--- src/rtl/sensor_pkg.sv ---
// Shared types and sizing helpers for the sensor monitor slice.
package sensor_pkg;

  typedef enum logic [1:0] {
    NORMAL    = 2'd0,
    FAULT     = 2'd1,
    RECOVERED = 2'd2
  } state_t;

  localparam int unsigned COUNT_W   = 8;
  localparam int unsigned COUNT_MAX = 255;

  // Debounce counter must be able to hold the value DEBOUNCE itself.
  function automatic int unsigned dbc_cnt_w(input int unsigned debounce);
    return (debounce < 2) ? 1 : $clog2(debounce + 1);
  endfunction

endpackage

--- src/rtl/sensor_monitor_if.sv ---
// Sensor monitor bus: raw sensors/config from the system, fault status back.
interface sensor_monitor_if #(
  parameter int unsigned NUM_SENSORS = 4
);
  import sensor_pkg::*;

  logic [NUM_SENSORS-1:0] sensors;
  logic [NUM_SENSORS-1:0] sensor_en;
  logic                   clear_error;
  logic                   error;
  logic                   error_latched;
  logic [NUM_SENSORS-1:0] fault_src;
  logic [COUNT_W-1:0]     fault_count;

  modport master (
    output sensors, sensor_en, clear_error,
    input  error, error_latched, fault_src, fault_count
  );

  modport slave (
    input  sensors, sensor_en, clear_error,
    output error, error_latched, fault_src, fault_count
  );

endinterface

--- src/rtl/sensor_filter.sv ---
// One debounce channel: filt follows in only after DEBOUNCE consecutive mismatching samples.
module sensor_filter
  import sensor_pkg::*;
#(
  parameter int unsigned DEBOUNCE = 3
) (
  input  logic clk,
  input  logic rst,
  input  logic in,
  output logic filt
);

  localparam int unsigned CW = dbc_cnt_w(DEBOUNCE);

  logic [CW-1:0] cnt_q, cnt_d;
  logic          filt_q, filt_d;

  // Any matching sample restarts the streak; the last mismatch of a full streak flips filt.
  always_comb begin
    filt_d = filt_q;
    cnt_d  = '0;
    if (in != filt_q) begin
      if (cnt_q == CW'(DEBOUNCE - 1)) begin
        filt_d = in;
      end else begin
        cnt_d = cnt_q + CW'(1);
      end
    end
  end

  always_ff @(posedge clk or posedge rst) begin
    if (rst) begin
      cnt_q  <= '0;
      filt_q <= 1'b0;
    end else begin
      cnt_q  <= cnt_d;
      filt_q <= filt_d;
    end
  end

  assign filt = filt_q;

endmodule

--- src/rtl/sensor_monitor.sv ---
// Debounced sensor fault monitor: error rule, sticky fault FSM, source capture and entry counter.
module sensor_monitor
  import sensor_pkg::*;
#(
  parameter int unsigned            NUM_SENSORS = 4,
  parameter logic [NUM_SENSORS-1:0] CRIT_MASK   = NUM_SENSORS'(4'b0001),
  parameter int unsigned            ANCHOR_IDX  = 1,
  parameter logic [NUM_SENSORS-1:0] COMP_MASK   = NUM_SENSORS'(4'b1100),
  parameter int unsigned            DEBOUNCE    = 3
) (
  input  logic             clk,
  input  logic             rst,
  sensor_monitor_if.slave  mon
);

  localparam logic [NUM_SENSORS-1:0] ANCHOR_MASK = NUM_SENSORS'(1) << ANCHOR_IDX;

  logic [NUM_SENSORS-1:0] filt, act, crit, contrib;
  logic                   pair, rule;

  state_t                 state_q, state_d;
  logic                   error_q, error_d;
  logic                   latched_q, latched_d;
  logic [NUM_SENSORS-1:0] src_q, src_d;
  logic [COUNT_W-1:0]     count_q, count_d;

  for (genvar g = 0; g < NUM_SENSORS; g++) begin : g_filt
    sensor_filter #(.DEBOUNCE(DEBOUNCE)) u_filt (
      .clk  (clk),
      .rst  (rst),
      .in   (mon.sensors[g]),
      .filt (filt[g])
    );
  end

  // Enables gate the filtered levels directly, so they bypass the debounce.
  always_comb begin
    act     = filt & mon.sensor_en;
    crit    = act & CRIT_MASK;
    pair    = (|(act & ANCHOR_MASK)) & (|(act & COMP_MASK));
    rule    = (|crit) | pair;
    contrib = crit | (pair ? (act & (COMP_MASK | ANCHOR_MASK)) : '0);
  end

  always_ff @(posedge clk or posedge rst) begin
    if (rst) begin
      state_q <= NORMAL;
    end else begin
      state_q <= state_d;
    end
  end

  // A live fault beats a software clear in RECOVERED.
  always_comb begin
    state_d = state_q;
    unique case (state_q)
      NORMAL:    if (rule) state_d = FAULT;
      FAULT:     if (!rule) state_d = RECOVERED;
      RECOVERED: begin
        if (rule)                  state_d = FAULT;
        else if (mon.clear_error)  state_d = NORMAL;
      end
      default:   state_d = NORMAL;
    endcase
  end

  always_comb begin
    error_d   = (state_d == FAULT);
    latched_d = (state_d != NORMAL);
    src_d     = src_q;
    count_d   = count_q;
    if (state_q == FAULT) begin
      src_d = src_q | contrib;
    end else if (state_q == RECOVERED && state_d == NORMAL) begin
      src_d = '0;
    end
    if (state_d == FAULT && state_q != FAULT && count_q != COUNT_W'(COUNT_MAX)) begin
      count_d = count_q + COUNT_W'(1);
    end
  end

  always_ff @(posedge clk or posedge rst) begin
    if (rst) begin
      error_q   <= 1'b0;
      latched_q <= 1'b0;
      src_q     <= '0;
      count_q   <= '0;
    end else begin
      error_q   <= error_d;
      latched_q <= latched_d;
      src_q     <= src_d;
      count_q   <= count_d;
    end
  end

  assign mon.error         = error_q;
  assign mon.error_latched = latched_q;
  assign mon.fault_src     = src_q;
  assign mon.fault_count   = count_q;

endmodule

--- src/flat_wrapper.sv ---
// flat-port wrapper written by rule: the top's interface ports become plain ports
module sensor_monitor_flat import sensor_pkg::*;
#(
  parameter int unsigned            NUM_SENSORS = 4,
  parameter logic [NUM_SENSORS-1:0] CRIT_MASK   = NUM_SENSORS'(4'b0001),
  parameter int unsigned            ANCHOR_IDX  = 1,
  parameter logic [NUM_SENSORS-1:0] COMP_MASK   = NUM_SENSORS'(4'b1100),
  parameter int unsigned            DEBOUNCE    = 3
)
  (clk, rst, mon_sensors, mon_sensor_en, mon_clear_error, mon_error, mon_error_latched, mon_fault_src, mon_fault_count);
  sensor_monitor_if #(.NUM_SENSORS(NUM_SENSORS)) mon_i ();
  input  logic clk;
  input  logic rst;
  input wire logic [$bits(mon_i.sensors)-1:0] mon_sensors;
  input wire logic [$bits(mon_i.sensor_en)-1:0] mon_sensor_en;
  input wire logic [$bits(mon_i.clear_error)-1:0] mon_clear_error;
  output wire logic [$bits(mon_i.error)-1:0] mon_error;
  output wire logic [$bits(mon_i.error_latched)-1:0] mon_error_latched;
  output wire logic [$bits(mon_i.fault_src)-1:0] mon_fault_src;
  output wire logic [$bits(mon_i.fault_count)-1:0] mon_fault_count;
  assign mon_i.sensors = mon_sensors;
  assign mon_i.sensor_en = mon_sensor_en;
  assign mon_i.clear_error = mon_clear_error;
  assign mon_error = mon_i.error;
  assign mon_error_latched = mon_i.error_latched;
  assign mon_fault_src = mon_i.fault_src;
  assign mon_fault_count = mon_i.fault_count;
  sensor_monitor #(.NUM_SENSORS(NUM_SENSORS), .CRIT_MASK(CRIT_MASK), .ANCHOR_IDX(ANCHOR_IDX), .COMP_MASK(COMP_MASK), .DEBOUNCE(DEBOUNCE)) u_core (.clk(clk), .rst(rst), .mon(mon_i));
endmodule
--- config.mk ---
export PLATFORM = sky130hd
export DESIGN_NAME = sensor_monitor_flat
export DESIGN_NICKNAME = d
export VERILOG_FILES = /design/src/rtl/sensor_pkg.sv /design/src/rtl/sensor_monitor_if.sv /design/src/rtl/sensor_filter.sv /design/src/rtl/sensor_monitor.sv /design/src/flat_wrapper.sv
export SDC_FILE = /design/constraint.sdc
export NUM_CORES = 1
export LEC_CHECK = 0
export ABC_CLOCK_PERIOD_IN_PS = 1480
export BUFFER_PORTS_ARGS = -buffer_cell sky130_fd_sc_hd__clkbuf_2
export CAP_MARGIN = 20
export CORE_MARGIN = 5
export CORE_UTILIZATION = 45
export DETAILED_ROUTE_END_ITERATION = 8
export PLACE_DENSITY_LB_ADDON = 0.25
export REMOVE_ABC_BUFFERS = 1
export SLEW_MARGIN = 20
export SYNTH_ARGS = -nofsm -noshare
export SYNTH_HDL_FRONTEND = slang
export SYNTH_SLANG_ARGS = --single-unit
--- constraint.sdc ---
create_clock -name clk -period 1.48 [get_ports clk]
set_input_delay 0.148 -clock clk [delete_from_list [all_inputs] [get_ports clk]]
set_output_delay 0.148 -clock clk [all_outputs]
set_load 0.05 [all_outputs]
After elaboration in Yosys (flattened, before gate mapping)
Index checks and enable logic that the tools add are counted.

Bits in registers: 28. Input bits: 11. Output and inout bits: 14. Logic and storage cells: 64.

$add $sub $neg: 5. Eq/ne operators: 13. Multiplexer cells: 16. Bitwise logic cells: 5. Reductions and logical operators: 12.

Operator list (number): 2-bit 2-to-1 mux (12); 4-bit 2-to-1 mux (3); 2-bit equality test, second input constant (5); 2-bit by 1-bit adder with 2-bit output, second input constant (4); 8-bit by 1-bit adder with 8-bit output, second input constant (1); 8-bit != test, second input constant (1); 2-bit AND reduction (4); 2-bit case mux with 3 select lines (1); 4-bit bitwise AND (1); 2-bit by 1-bit equality test with 1-bit output, second input constant (2); 2-bit logical NOT (2); 1-bit != test (4); 1-bit by 4-bit OR with 4-bit output (1); 4-bit OR (1); 2-bit nonzero test (2); 1-bit logical AND (3); 2-bit by 1-bit != test with 1-bit output, second input constant (1); 2-bit OR reduction (1); 1-bit bitwise AND (1); 1-bit OR (1).

Depth between registers and ports, before layout
Depth in word-level cells: 10. Depth in mapped cells: 5. Mapped depth without buffers: 5.

Hierarchy
From an unflattened synthesis, not the netlist that was laid out.

Cell total of the unflattened synthesis: 104. Area total of the unflattened synthesis: 1257.5 µm².

By module, submodules not included: sensor_monitor (times used 1, cells an instance 68, area each 742.0 µm², sequential area each 400.4 µm²); sensor_filter (times used 4, cells an instance 9, area each 128.9 µm², sequential area each 75.1 µm²).

Worst setup path before layout
OpenSTA, ideal clock, no wires.

Kind: reg-to-reg. Start: register u_core.count_q[2], in the netlist u_core.mon.fault_count[2]. End: register u_core.count_q[1], in the netlist u_core.mon.fault_count[1]. Library setup time: 0.125 ns. Data arrival time: 1.667 ns. Required time: 1.355 ns. Slack: -0.312 ns. Stages on the path, launching flop included: 5. Buffers on the path: 0. Clock period less this slack: 1.792 ns. Path through: dfrtp_1 > and4_1 > nand4_2 > nand3b_2 > mux2_4.

Word-level cells in the longest chain between the ends: 2.

Ends and longest elaborated chain: from (decl) (RTL line sensor_monitor.sv:25) `logic [COUNT_W-1:0] count_q, count_d;`; from (signal assigned) (RTL line sensor_monitor.sv:92) `count_q <= count_d;`; 8-bit != test (RTL line sensor_monitor.sv:77) `if (state_d == FAULT && state_q != FAULT && count_q != COUNT_W'(COUNT_MAX)) begin`; 1-bit logical AND (RTL line sensor_monitor.sv:77).

No other way between the ends. A chain may end at the register's enable or synchronous reset.

Worst setup path in the final report
Start: register u_core.g_filt[3].u_filt.filt_q. End: register u_core.count_q[7], in the netlist u_core.mon.fault_count[7].

Word-level cells in the longest chain between the ends: 9. Elaborated cells between the ends (all ways): 11. Classes of those cells: 1 x eq/ne; 4 x mux; 3 x bitwise; 3 x reduce/logical.

Ends and longest elaborated chain: from (decl) (RTL line sensor_filter.sv:16) `logic filt_q, filt_d;`; from (signal assigned) (RTL line sensor_filter.sv:37) `filt_q <= filt_d;`; 4-bit bitwise AND (*) (RTL line sensor_monitor.sv:38) `act = filt & mon.sensor_en;`; 2-bit OR reduction (*) (RTL line sensor_monitor.sv:40) `pair = (|(act & ANCHOR_MASK)) & (|(act & COMP_MASK));`; 1-bit bitwise AND (*) (RTL line sensor_monitor.sv:40); 1-bit OR (*) (RTL line sensor_monitor.sv:41) `rule = (|crit) | pair;`; 2-bit 2-to-1 mux (on tied branches) (RTL line sensor_monitor.sv:60, sensor_monitor.sv:57, sensor_monitor.sv:58); 2-bit case mux with 3 select lines (*) (RTL line sensor_monitor.sv:56) `unique case (state_q)`; 2-bit by 1-bit equality test with 1-bit output (*) (RTL line sensor_monitor.sv:77); 1-bit logical AND (*) (2 in series) (RTL line sensor_monitor.sv:77).

Mark *: on every way between the ends. The rest lies on a longest branch, timed or not.

==> impl_metrics.py <==
metrics = {
    "job": {
        "cap_violations": 0,
    },
    "final_layout": {
        "syn2layout_area_growth_pct": 23.0,
        "mostFrequentLayoutCell": "dfrtp_1",
        "layout_common_cells": "dfrtp_1 (28), clkbuf_2 (24), buf_4 (11)",
        "diodes": 0,
        "fin_cells": 172,
        "fin_nets": 154,
        "drive_gt1_share_pct": 36.9,
    },
    "floorplanning": {
        "core_um2": 2690,
        "die_w_um": 62.3,
        "dieHeight_um": 62.3,
        "die_area_um2": 3880,
        "initial_core_util_pct": 45.8,
        "ios": 25,
        "num_rows": 19,
    },
    "pwr": {
        "power.density_nw_per_um2": 2240,
        "p_total_mw": 3.39,
        "p_seq_share_pct": 40.1,
        "p_clk_share_pct": 11.0,
        "power.leakage_nw": 0.722,
        "vdd.ir_drop.worst_uv": 1140,
        "p_int_mw": 1.88,
        "swShare_pct": 44.4,
        "p_comb_share_pct": 49.0,
        "power_switching_mw": 1.51,
    },
    "clock_network": {
        "clock_sinks": 28,
        "cts_buffers": 3,
        "cts_max_path_buffers": 2,
        "clk_pin_slew_ps": 150,
        "h-tree-depth": 1,
        "cts_setup_buffers": 0,
        "cts_root_buffer": "clkbuf_4",
        "cts_tree": "yes",
        "clock_latency_ps": 330,
    },
    "yosys": {
        "synthMuxAreaShare_pct": 5.79,
        "synth_top_family_by_area": "simple AND/OR/NAND/NOR gates",
        "synth_compound_area_share_pct": 8.23,
        "ys_types": 31,
        "ys_ff_latch": 28,
        "synth-seq-area-share_pct": 56.9,
        "synth_xor_xnor_area_share_pct": 6.40,
        "synth_top_area_cell": "dfrtp_1",
        "synth_area_leaders": "dfrtp_1 (57%), xnor2_1 (6.4%), mux2_2 (3.7%)",
        "syn-cell-area_um2": 1230,
        "yosysWarnings": 0,
        "synth_top_area_share_pct": 56.9,
        "syn_inst": 103,
        "syn_area_per_cell_um2": 12.0,
        "synthAdderAreaFrac_pct": 1.02,
        "yosys.area_share.simple_pct": 19.5,
    },
    "global_route": {
        "overflow": 0,
        "grt_pass1_vias": 953,
        "grt_pass1_wl_um": 4150,
        "antenna_found_initial": 0,
        "grt_max_degree": 29,
        "grt_usage_pct": 12.8,
    },
    "sta": {
        "fmax_mhz": 693,
        "setup_viol": 0,
        "hold_viol_final": 0,
        "tightest_slew_ps": 352,
        "slew-limit-headroom_pct": 76.5,
        "slew_viol_final": 0,
        "period_minus_slack_ps": 1440,
        "rsz0062_at_grt": "true",
        "skew_ps": 10.5,
        "post-route-period-util_pct": 97.5,
    },
    "run_status": {
        "status": "finished, final reports clean",
    },
    "min_path": {
        "min_delay_worst_endpoint": "u_core.g_filt[0].u_filt.filt",
        "worstHoldPathType": "in2reg",
        "hold_start": "mon_sensors[0]",
        "whs_path_depth": 2,
    },
    "placed_design": {
        "io_buffers": 24,
        "dp_cells": 167,
        "place.gp.congestion": 0.777,
        "hpwl_um": 1810,
    },
    "critical_path": {
        "critical_path_class": "reg2reg",
        "crit_family": "compound AO/OA/AOI/OAI gates",
        "required_ps": 1710,
        "cp.buffers_inverters": 0,
        "worstPathArrival_ps": 1680,
        "reg2reg_to": "u_core.mon.fault_count[7]",
        "startpoint": "u_core.g_filt[3].u_filt.filt",
        "critPathCaptureType": "register",
        "slowest_delay_ps": 400,
        "crit_path_max_fanout": 5,
        "r2r_slack_ps": 40,
        "critPathLaunchType": "register",
        "cp_slowest_cell": "dfrtp_1",
        "reg2reg_depth": 4,
        "crit_chain": "a22o_1 > a32o_2 > nand4_1 > mux2_4",
        "rr_startpoint": "u_core.g_filt[3].u_filt.filt",
    },
    "detailed_routing": {
        "via_per_inst": 5.23,
        "via_count": 899,
        "wire_per_inst_um": 13.4,
        "routed_wl_um": 2310,
        "drt_iter0_drc": 19,
        "dr.pass1.iters": 3,
        "postRouteAntennaNets": 0,
        "route.detailed.drc": 0,
    },
}
layer usage:
layer / vias to the layer above / global-route usage [%] / part of all wire, % / routed length (µm)
met3: 4 / 3.06 / 4.1 / 95
met4: 0 / 3.98 / 0.91 / 21
met1: 438 / 15.4 / 45 / 1030
li1: 442 / - / - / -
met5: - / 0 / 0 / 0
met2: 15 / 22.3 / 50 / 1160
final cells by class:
| class | instances | area (µm²) |
|---|---|---|
| Fill cell | 255 | 1170 |
| Multi-Input combinational cell | 70 | 514 |
| Timing Repair Buffer | 36 | 213 |
| Sequential cell | 28 | 701 |
| Clock buffer | 4 | 36.3 |
| Inverter | 3 | 11.3 |
| Tap cell | 31 | 38.8 |
state kept, by name, summed over array words and instances, names as in the netlist:
signal and flops:
u_core.g_filt.u_filt.cnt_q 8, u_core.g_filt.u_filt.filt 4, u_core.mon.error 1, u_core.mon.error_latched 1, u_core.mon.fault_count 8, u_core.mon.fault_src 4
u_core.state_q 2
worst max path at each step:
stage / end / slack [ps] / depth (start not counted)
finish: u_core.mon.fault_count[7] / 40 / 4
CTS: u_core.mon.fault_count[7] / 20 / 4
detailed placement: u_core.mon.fault_count[7] / 10 / 4
global route: u_core.mon.fault_src[1] / -20 / 5
floorplan: u_core.mon.fault_count[1] / -310 / 4
global placement: u_core.mon.fault_count[7] / 80 / 4
Yosys cell counts:
master     n
nand4_2    1
nor3b_1    4
xnor2_1    9
buf_6      1
a21boi_0   2
nand2_1    6
a21oi_1    2
mux2_1     1
o21ai_1    4
nand3b_2   1
nand3_2    2
nand4_1    3
nand3b_1   1
nor2_1     3
nand2b_1   6
nor3_1     5
dfrtp_1   28
clkbuf_1   1
mux2_2     4
nand3_1    2
a32o_2     1
mux2_4     1
ha_1       1
a41oi_1    1
a22o_1     1
inv_1      3
and3_1     2
nor2b_1    2
a31oi_1    2
and4_1     1
o211ai_1   2
per-stage QoR:
step / setup WS (ps) / utilization, % / cell area [µm²] / TNS [ps] / hold WS [ps]
final: 37.0 / 56.4 / 1510 / 0 / 75.1
after global placement: 80.5 / 54.3 / 1460 / 0 / 206
after global routing: -22.5 / 56.4 / 1510 / -54.9 / 68.7
after detailed placement: 14.4 / 54.3 / 1460 / 0 / 216
after floorplan: -312 / - / 1220 / -998 / 213
after CTS: 18.4 / 56.0 / 1500 / 0 / 79.5
kinds of logic after synthesis:
| family | Yosys count |
|---|---|
| AND/OR/NAND/NOR | 39 |
| multiplexers | 6 |
| buffers and inverters | 5 |
| XOR/XNOR | 9 |
| AO/OA/AOI/OAI | 15 |
| flip-flops | 28 |
| adder cells (fa/ha/maj) | 1 |
power groups by stage:
stage / Combinational, mW / Clock (mW) / Sequential [mW]
6_report: 1.66 / 0.372 / 1.36
3_5_place_dp: 1.67 / 0 / 1.38
4_1_cts: 1.67 / 0.383 / 1.36
3_3_place_gp: 1.62 / 0 / 1.35
2_1_floorplan: 0.654 / 0 / 1.87
5_1_grt: 1.79 / 0.418 / 1.42
repair_timing:
action | CTS | global route
hold buffers | 1 | 0
endpoints found under the setup margin | 0 | 6
gates resized for setup | 0 | 3
endpoints found under the hold margin | 28 | 0
(Power assumes the default switching activity.)
